--- src/rtl/data_loader_pkg.sv ---
// Shared types and constants for the training-data loader controller.
// The data widths describe the 10.10 fixed-point x/y samples selected by cnt.
package data_loader_pkg;

    typedef enum logic [1:0] {
        IDLE   = 2'd0,
        STREAM = 2'd1,
        UPDATE = 2'd2,
        DONE   = 2'd3
    } dl_state_t;

    localparam int DL_NUM_SAMPLES = 150;
    localparam int DL_CNT_W       = 8;
    localparam int DL_DATA_W      = 20;
    localparam int DL_FRAC_W      = 10;
    localparam int DL_EPOCH_W     = 8;

endpackage

--- src/rtl/dl_mod_counter.sv ---
// Modulo-N counter: clr has priority over inc, and wrap flags the increment
// that takes the count from N-1 back to 0.
module dl_mod_counter
    import data_loader_pkg::*;
#(
    parameter int N = DL_NUM_SAMPLES,
    parameter int W = DL_CNT_W
) (
    input  logic         clk,
    input  logic         rst,
    input  logic         clr,
    input  logic         inc,
    output logic [W-1:0] count,
    output logic         wrap
);

    localparam logic [W-1:0] LAST = W'(N - 1);

    assign wrap = inc && (count == LAST);

    always_ff @(posedge clk or posedge rst) begin
        if (rst) begin
            count <= '0;
        end else if (clr) begin
            count <= '0;
        end else if (inc) begin
            count <= wrap ? '0 : count + 1'b1;
        end
    end

endmodule

--- src/rtl/data_loader_ctrl.sv ---
// Epoch/sample sequencer for the training-data loader: streams sample indices
// to the compute unit and holds an acknowledged update phase between epochs.
module data_loader_ctrl
    import data_loader_pkg::*;
#(
    parameter int NUM_SAMPLES = DL_NUM_SAMPLES,
    parameter int CNT_W       = DL_CNT_W,
    parameter int EPOCH_W     = DL_EPOCH_W
) (
    input  logic               clk,
    input  logic               rst,
    input  logic               start,
    input  logic [EPOCH_W-1:0] num_epochs,
    input  logic               abort,
    output logic [CNT_W-1:0]   cnt,
    output logic               sample_valid,
    input  logic               sample_ready,
    output logic               sample_last,
    output logic               epoch_end,
    input  logic               upd_ack,
    output logic [EPOCH_W-1:0] epoch,
    output logic               busy,
    output logic               done,
    output dl_state_t          state_dbg
);

    localparam logic [CNT_W-1:0] LAST_IDX = CNT_W'(NUM_SAMPLES - 1);

    dl_state_t          state_q, state_d;
    logic [EPOCH_W-1:0] epoch_q;
    logic [EPOCH_W-1:0] epoch_lim_q;
    logic               accept_start;
    logic               xfer;
    logic               cnt_wrap;
    logic               final_epoch;

    // Handshake: a sample moves on any cycle where sample_valid && sample_ready
    // are both high at the rising edge; valid never depends on ready, and cnt
    // (hence x/y) stays put while valid is high and ready is low.
    assign accept_start = (state_q == IDLE) && start;
    assign xfer         = (state_q == STREAM) && sample_ready;
    assign final_epoch  = (epoch_q == epoch_lim_q - 1'b1);

    dl_mod_counter #(
        .N (NUM_SAMPLES),
        .W (CNT_W)
    ) u_cnt (
        .clk   (clk),
        .rst   (rst),
        .clr   (abort | accept_start),
        .inc   (xfer),
        .count (cnt),
        .wrap  (cnt_wrap)
    );

    always_ff @(posedge clk or posedge rst) begin
        if (rst) begin
            state_q <= IDLE;
        end else begin
            state_q <= state_d;
        end
    end

    always_comb begin
        state_d = state_q;
        if (abort) begin
            state_d = IDLE;
        end else begin
            case (state_q)
                IDLE:    if (start)    state_d = STREAM;
                STREAM:  if (cnt_wrap) state_d = UPDATE;
                UPDATE:  if (upd_ack)  state_d = final_epoch ? DONE : STREAM;
                DONE:    state_d = IDLE;
                default: state_d = IDLE;
            endcase
        end
    end

    // A requested epoch count of zero runs a single epoch.
    always_ff @(posedge clk or posedge rst) begin
        if (rst) begin
            epoch_q     <= '0;
            epoch_lim_q <= EPOCH_W'(1);
        end else if (!abort) begin
            if (accept_start) begin
                epoch_q     <= '0;
                epoch_lim_q <= (num_epochs == '0) ? EPOCH_W'(1) : num_epochs;
            end else if ((state_q == UPDATE) && upd_ack && !final_epoch) begin
                epoch_q <= epoch_q + 1'b1;
            end
        end
    end

    assign sample_valid = (state_q == STREAM);
    assign sample_last  = (state_q == STREAM) && (cnt == LAST_IDX);
    assign epoch_end    = (state_q == UPDATE);
    assign busy         = (state_q != IDLE);
    assign done         = (state_q == DONE);
    assign epoch        = epoch_q;
    assign state_dbg    = state_q;

endmodule
--- config.mk ---
export PLATFORM = sky130hd
export DESIGN_NAME = data_loader_ctrl
export DESIGN_NICKNAME = d
export VERILOG_FILES = /design/src/rtl/data_loader_pkg.sv /design/src/rtl/dl_mod_counter.sv /design/src/rtl/data_loader_ctrl.sv
export SDC_FILE = /design/constraint.sdc
export NUM_CORES = 1
export LEC_CHECK = 0
export CELL_PAD_IN_SITES_DETAIL_PLACEMENT = 1
export CELL_PAD_IN_SITES_GLOBAL_PLACEMENT = 1
export CORE_MARGIN = 2
export CORE_UTILIZATION = 24
export CTS_CLUSTER_SIZE = 16
export DETAILED_ROUTE_END_ITERATION = 6
export PLACE_DENSITY_LB_ADDON = 0.05
export SYNTH_ARGS = -nofsm -noshare
export SYNTH_HDL_FRONTEND = slang
export SYNTH_SLANG_ARGS = --single-unit
--- constraint.sdc ---
create_clock -name clk -period 5.6 [get_ports clk]
set_input_delay 0.56 -clock clk [delete_from_list [all_inputs] [get_ports clk]]
set_output_delay 0.56 -clock clk [all_outputs]
set_load 0.005 [all_outputs]
=== Word-level counts from Yosys, hierarchy flattened ===
Cells that the tools add are included.

* Register bits after elaboration: 26
* Bits in latches: 0
* Bits in writable memories: 0
* ROM bits: 0
* Output and inout bits: 23
* Logic and storage cells: 44
* Memories kept: 0

* Add/sub/neg operators: 3
* Multipliers: 0
* Div/mod/pow operators: 0
* $lt $le $gt $ge: 0
* Equality and inequality tests: 8
* Shift operators: 0
* Mux-type cells: 12
* Bitwise gates (word level): 2
* Reduce and logical (&&, ||, !) cells: 15

{| class="wikitable"
|+ Operator list
! kind !! count
|-
| $mux 8 || 6
|-
| $add 8x1->8 const B || 2
|-
| $mux 2 || 5
|-
| $eq 8x8->1 || 1
|-
| $eq 8x8->1 const B || 1
|-
| $logic_not 8->1 || 1
|-
| $pmux 2 s4 || 1
|-
| $sub 8x1->8 const B || 1
|-
| $logic_and 1x1->1 || 6
|-
| $ne 3x2->1 const B || 2
|-
| $reduce_bool 2->1 || 3
|-
| $eq 2x2->1 const B || 2
|-
| $reduce_and 2->1 || 2
|-
| $ne 3x3->1 const B || 1
|-
| $reduce_and 3->1 || 1
|-
| $eq 2x1->1 const B || 1
|-
| $logic_not 2->1 || 1
|-
| $logic_not 1->1 || 1
|-
| $not 1->1 || 1
|-
| $or 1x1->1 || 1
|}

=== Longest topological paths before layout ===
* Depth in word-level cells: 6
* Mapped depth: 9
* Mapped depth without buffers: 8

=== By module ===
A second synthesis with hierarchy kept.

* Cells, all modules: 178
* Area, all modules: 1669.1 um2

{| class="wikitable"
|+ By module, submodules not included
! module !! times used !! cells each !! area each (um2) !! seq. area each (um2)
|-
| data_loader_ctrl || 1 || 131 || 1206.2 || 451.7
|-
| dl_mod_counter || 1 || 47 || 462.9 || 200.2
|}

=== Worst setup path after synthesis ===
No wires, ideal clock.

* Path kind: reg-to-reg
* From: register epoch_lim_q[0]
* To: register epoch_q[5], in the netlist epoch[5]
* Library setup time: 0.066 ns
* Arrival: 2.117 ns
* Data required time: 5.534 ns
* Setup slack: 3.417 ns
* Cell stages (with the launch flop): 10
* Path through: dfstp_2 inv_1 ha_1 clkbuf_1 xnor2_1 and4_1 a41oi_1 a21oi_2 or4_1 nand2_1

* Cells in the longest elaborated chain, start to end: 6

{| class="wikitable"
|+ RTL lines
! item !! RTL line !! RTL
|-
| start: declaration || data_loader_ctrl.sv:31 || <nowiki>logic [EPOCH_W-1:0] epoch_lim_q;</nowiki>
|-
| start signal: assignment || data_loader_ctrl.sv:87 || <nowiki>epoch_lim_q <= (num_epochs == '0) ? EPOCH_W'(1) : num_epochs;</nowiki>
|-
| $sub 8x1->8 || data_loader_ctrl.sv:42 || <nowiki>assign final_epoch = (epoch_q == epoch_lim_q - 1'b1);</nowiki>
|-
| $eq 8x8->1 || data_loader_ctrl.sv:42 ||
|-
| $logic_not 1->1 || data_loader_ctrl.sv:88 || <nowiki>end else if ((state_q == UPDATE) && upd_ack && !final_epoch) begin</nowiki>
|-
| $logic_and 1x1->1 || data_loader_ctrl.sv:88 ||
|-
| $reduce_bool 2->1 (no source line) || -- ||
|-
| $reduce_and 2->1 (no source line) || -- ||
|-
| end signal: assignment || data_loader_ctrl.sv:89 || <nowiki>epoch_q <= epoch_q + 1'b1;</nowiki>
|-
| end: declaration || data_loader_ctrl.sv:30 || <nowiki>logic [EPOCH_W-1:0] epoch_q;</nowiki>
|}

No other way between the ends.
A chain may end at the register's enable or synchronous reset.

=== Worst setup path in the final report ===
* From: register u_cnt.count[1]
* To: output port sample_last

* Cells in the longest elaborated chain, start to end: 2

{| class="wikitable"
|+ RTL lines
! item !! RTL line !! RTL
|-
| start: declaration || dl_mod_counter.sv:13 || <nowiki>output logic [W-1:0] count,</nowiki>
|-
| start signal: assignment || dl_mod_counter.sv:27 || <nowiki>count <= wrap ? '0 : count + 1'b1;</nowiki>
|-
| $eq 8x8->1 || data_loader_ctrl.sv:95 || <nowiki>assign sample_last = (state_q == STREAM) && (cnt == LAST_IDX);</nowiki>
|-
| $logic_and 1x1->1 || data_loader_ctrl.sv:95 ||
|-
| end: declaration || data_loader_ctrl.sv:18 || <nowiki>output logic sample_last,</nowiki>
|}

No other way between the ends.

==> metrics.md <==
| Metric | Value |
|---|---|
| Mapped Nets | `192` |
| Fin crit period | `2.42 ns` |
| Crit path required time | `5.04 ns` |
| Final worst path period share | `43.2%` |
| P_sw | `0.130 mW` |
| Slew Limit Fails | `0` |
| Finished Layout Cells | `285` |
| Arrival @ worst endpoint | `1.86 ns` |
| Die ar. | `7210 um^2` |
| Synthesis-stage register bit count | `26` |
| Comb power frac | `20.8%` |
| Die X | `84.9 um` |
| P_leak | `0.900 nW` |
| Core Area | `6350 um^2` |
| CTS tree | `built` |
| Crit end category | `primary output` |
| Int Pwr | `0.306 mW` |
| Sequential Power Share | `49.9%` |
| GP Congestion | `0.788` |
| Overall power | `0.436 mW` |
| Vias per inst | `4.94` |
| Status | `complete, no violations` |
| H-tree depth | `1` |
| Met2 Resource Use GR | `22.2%` |
| Mux share of post-synthesis cell area | `5.18%` |
| Layout area overhead | `31.1%` |
| Main synth FF type | `dfrtp_1` |
| Hold path cells | `2` |
| Post-synth ARST share | `100%` |
| Commonest non-fill, non-tap cells in the layout | `clkdlybuf4s50_1 (36), nand2_1 (32), dfrtp_1 (25)` |
| Most common cell after layout, fill and taps aside | `clkdlybuf4s50_1` |
| Global-route wire length before repair | `7570 um` |
| GRT overflow | `0` |
| FMAX | `414 MHz` |
| Syn Inst Count | `174` |
| Post-cts sizing count | `0` |
| Port bufs | `36` |
| Least-Margin Pin Slew | `1.05 ns` |
| Yosys warns | `0` |
| Met3 Use GR | `2.04%` |
| Post-synth EDFFs | `0` |
| Hold Path Class | `register to register` |
| Post-Place Cells | `281` |
| Top delay family on crit path | `buffers and inverters` |
| DR vias | `1,409` |
| Crit-path cells | `inv_1 -> ha_1 -> and4b_1 -> nand3_1 -> nor2_1 -> clkdlybuf4s50_1` |
| Fill cell count | `725` |
| CP bufs+invs | `2` |
| Nets | `227` |
| Register area share after synthesis | `41.5%` |
| Max-Cap Viols | `0` |
| Final Skew | `0.00297 ns` |
| Row cnt | `29` |
| Post-DP HPWL | `3440 um` |
| Clock Sinks | `26` |
| Root Buffer | `clkbuf_8` |
| Initial antenna violation count | `0` |
| R2r startpoint | `epoch_lim_q[0]` |
| Critical-path top delay cell | `clkdlybuf4s50_1` |
| Number of DRC markers in iteration 0 | `24` |
| Hold Violations, Final | `0` |
| Die height | `84.9 um` |
| ANT cells | `0` |
| CTS buffer count | `3` |
| M1 GR Usage | `17.4%` |
| Reg2reg end | `epoch[6]` |
| Hold Path End | `epoch_lim_q[7]` |
| Setup crit start kind | `register` |
| GR peak layer | `met2` |
| Initial core utilization | `24.7%` |
| I/O pins | `37` |
| R2R setup slack | `3.23 ns` |
| Utilization after layout | `32.4%` |
| Sw frac | `29.7%` |
| Syn Area/Cell | `9.03 um^2` |
| Worst-Skew Late Latency | `0.28 ns` |
| Antenna-violating nets left | `0` |
| Hold wc startpoint | `epoch_lim_q[7]` |
| Post-Route WL | `4480 um` |
| Critical path class | `register to primary output` |
| TNS Setup | `0 ns` |
| Critical Path Fanout Max | `4` |
| GRT Overall Usage | `13.1%` |
| Max-Slew Margin vs Limit | `30.0%` |
| XOR/XNOR Fraction of Synth Area | `9.24%` |
| Post-Synth Adder-Cell Area | `3.18%` |
| CTS Hold Bufs | `0` |
| Crit path from | `u_cnt.count[1]` |
| Number of global-route vias before repair | `1,496` |
| Fin Hold WS | `0.514 ns` |
| CP peak stage delay | `0.51 ns` |
| Compound-Gate Fraction of Synth Area | `9.87%` |
| Peak supply drop | `96.4 uV` |
| RSZ-0062 raised after global routing | `false` |
| Power per cell area | `212 nW/um^2` |
| Avg WL per Cell | `15.7 um` |
| Area of the mapped netlist | `1570 um^2` |
| Drt pass-1 iters | `3` |
| Combinational family with the most area after synthesis | `simple AND/OR/NAND/NOR gates` |
| Reg2reg path depth | `8` |
| Setup-failing EPs final | `0` |
| Clock slew at reported path FFs | `0.10 ns` |
| Post-CTS setup buffer count | `0` |
| Layout cells sized above 1 | `5.29%` |
| Maximum clock path buffer count | `2` |
| Yosys cell types | `43` |
| Largest net degree at the start of global routing | `27` |
| Clk pwr share | `29.3%` |
| Post-synthesis simple-gate area fraction | `27.9%` |
| Residual DRC | `0` |
## per-stage QoR
stage | worst slack, ns | cell area (um^2)
after global placement | 3.30 | 2000
after CTS | 3.14 | 2060
after floorplan | 3.42 | 1570
after detailed placement | 3.24 | 2000
final | 3.18 | 2060
after global routing | 2.99 | 2060
## power groups by stage
stage / sequential, mW / clock, mW / combinational (mW)
after CTS: 0.217 / 0.133 / 0.0927
after global placement: 0.220 / 0 / 0.0891
after global routing: 0.220 / 0.140 / 0.103
after floorplan: 0.215 / 0 / 0.0628
final: 0.217 / 0.128 / 0.0906
after detailed placement: 0.221 / 0 / 0.0915
## area by class of cell
type	instances	area (um^2)	area share, %
sequential	26	652	31.7
timing repair buffer	36	360	17.5
inverter	7	26.3	1.28
multi-input combinational	135	870	42.2
tap	77	96.3	4.68
clock buffer	4	55.1	2.67
## kinds of logic after synthesis
kind of cell | after synthesis
simple gates | 87
compound gates | 21
xor+xnor | 15
buf+inv | 13
mux | 8
fa+ha+maj | 4
flops | 26
## worst register-to-register path, cell delays in order (launching register included)
cell and delay, ns:
dfstp_2 0.61, inv_1 0.08, ha_1 0.30, xnor2_1 0.17, and4_1 0.20, a41oi_1 0.25, a21oi_2 0.13, or4_1 0.47
nand2_1 0.09
## sequential cells by signal, indices dropped and copies added (netlist names)
register and cells:
state_dbg 2, epoch_lim_q 8, epoch 8, u_cnt.count 8
## synthesized netlist by cell type, types with 4 or more instances
library cell   n  share of area, %
xor2_1         8               4.5
nand4_1        4               1.6
and3_1         4               1.6
dfrtp_1       25                40
inv_1          7               1.7
o21ai_0        4               1.3
clkbuf_1       5               1.2
ha_1           4               3.2
xnor2_1        6               3.3
nand2_1       32               7.6
mux2i_1        7               4.5
nor3_1         4               1.3
nand3_1        7               2.2
nor2_1        16               3.8
## layer usage
layer	share of wire, %	vias to the layer above	wire length [um]
met5	0	-	0
met4	1.1	0	48
met3	3.0	5	133
met2	48	23	2130
met1	48	708	2170
li1	-	673	-
## worst max path at each step
stage	end	cells past startpoint	slack [ns]
floorplan	epoch[5]	9	3.42
global placement	epoch[5]	8	3.30
detailed placement	epoch[5]	8	3.24
CTS	sample_last	6	3.14
global route	sample_last	6	2.99
finish	sample_last	6	3.18
No activity file was read; power rests on OpenSTA's default activity.
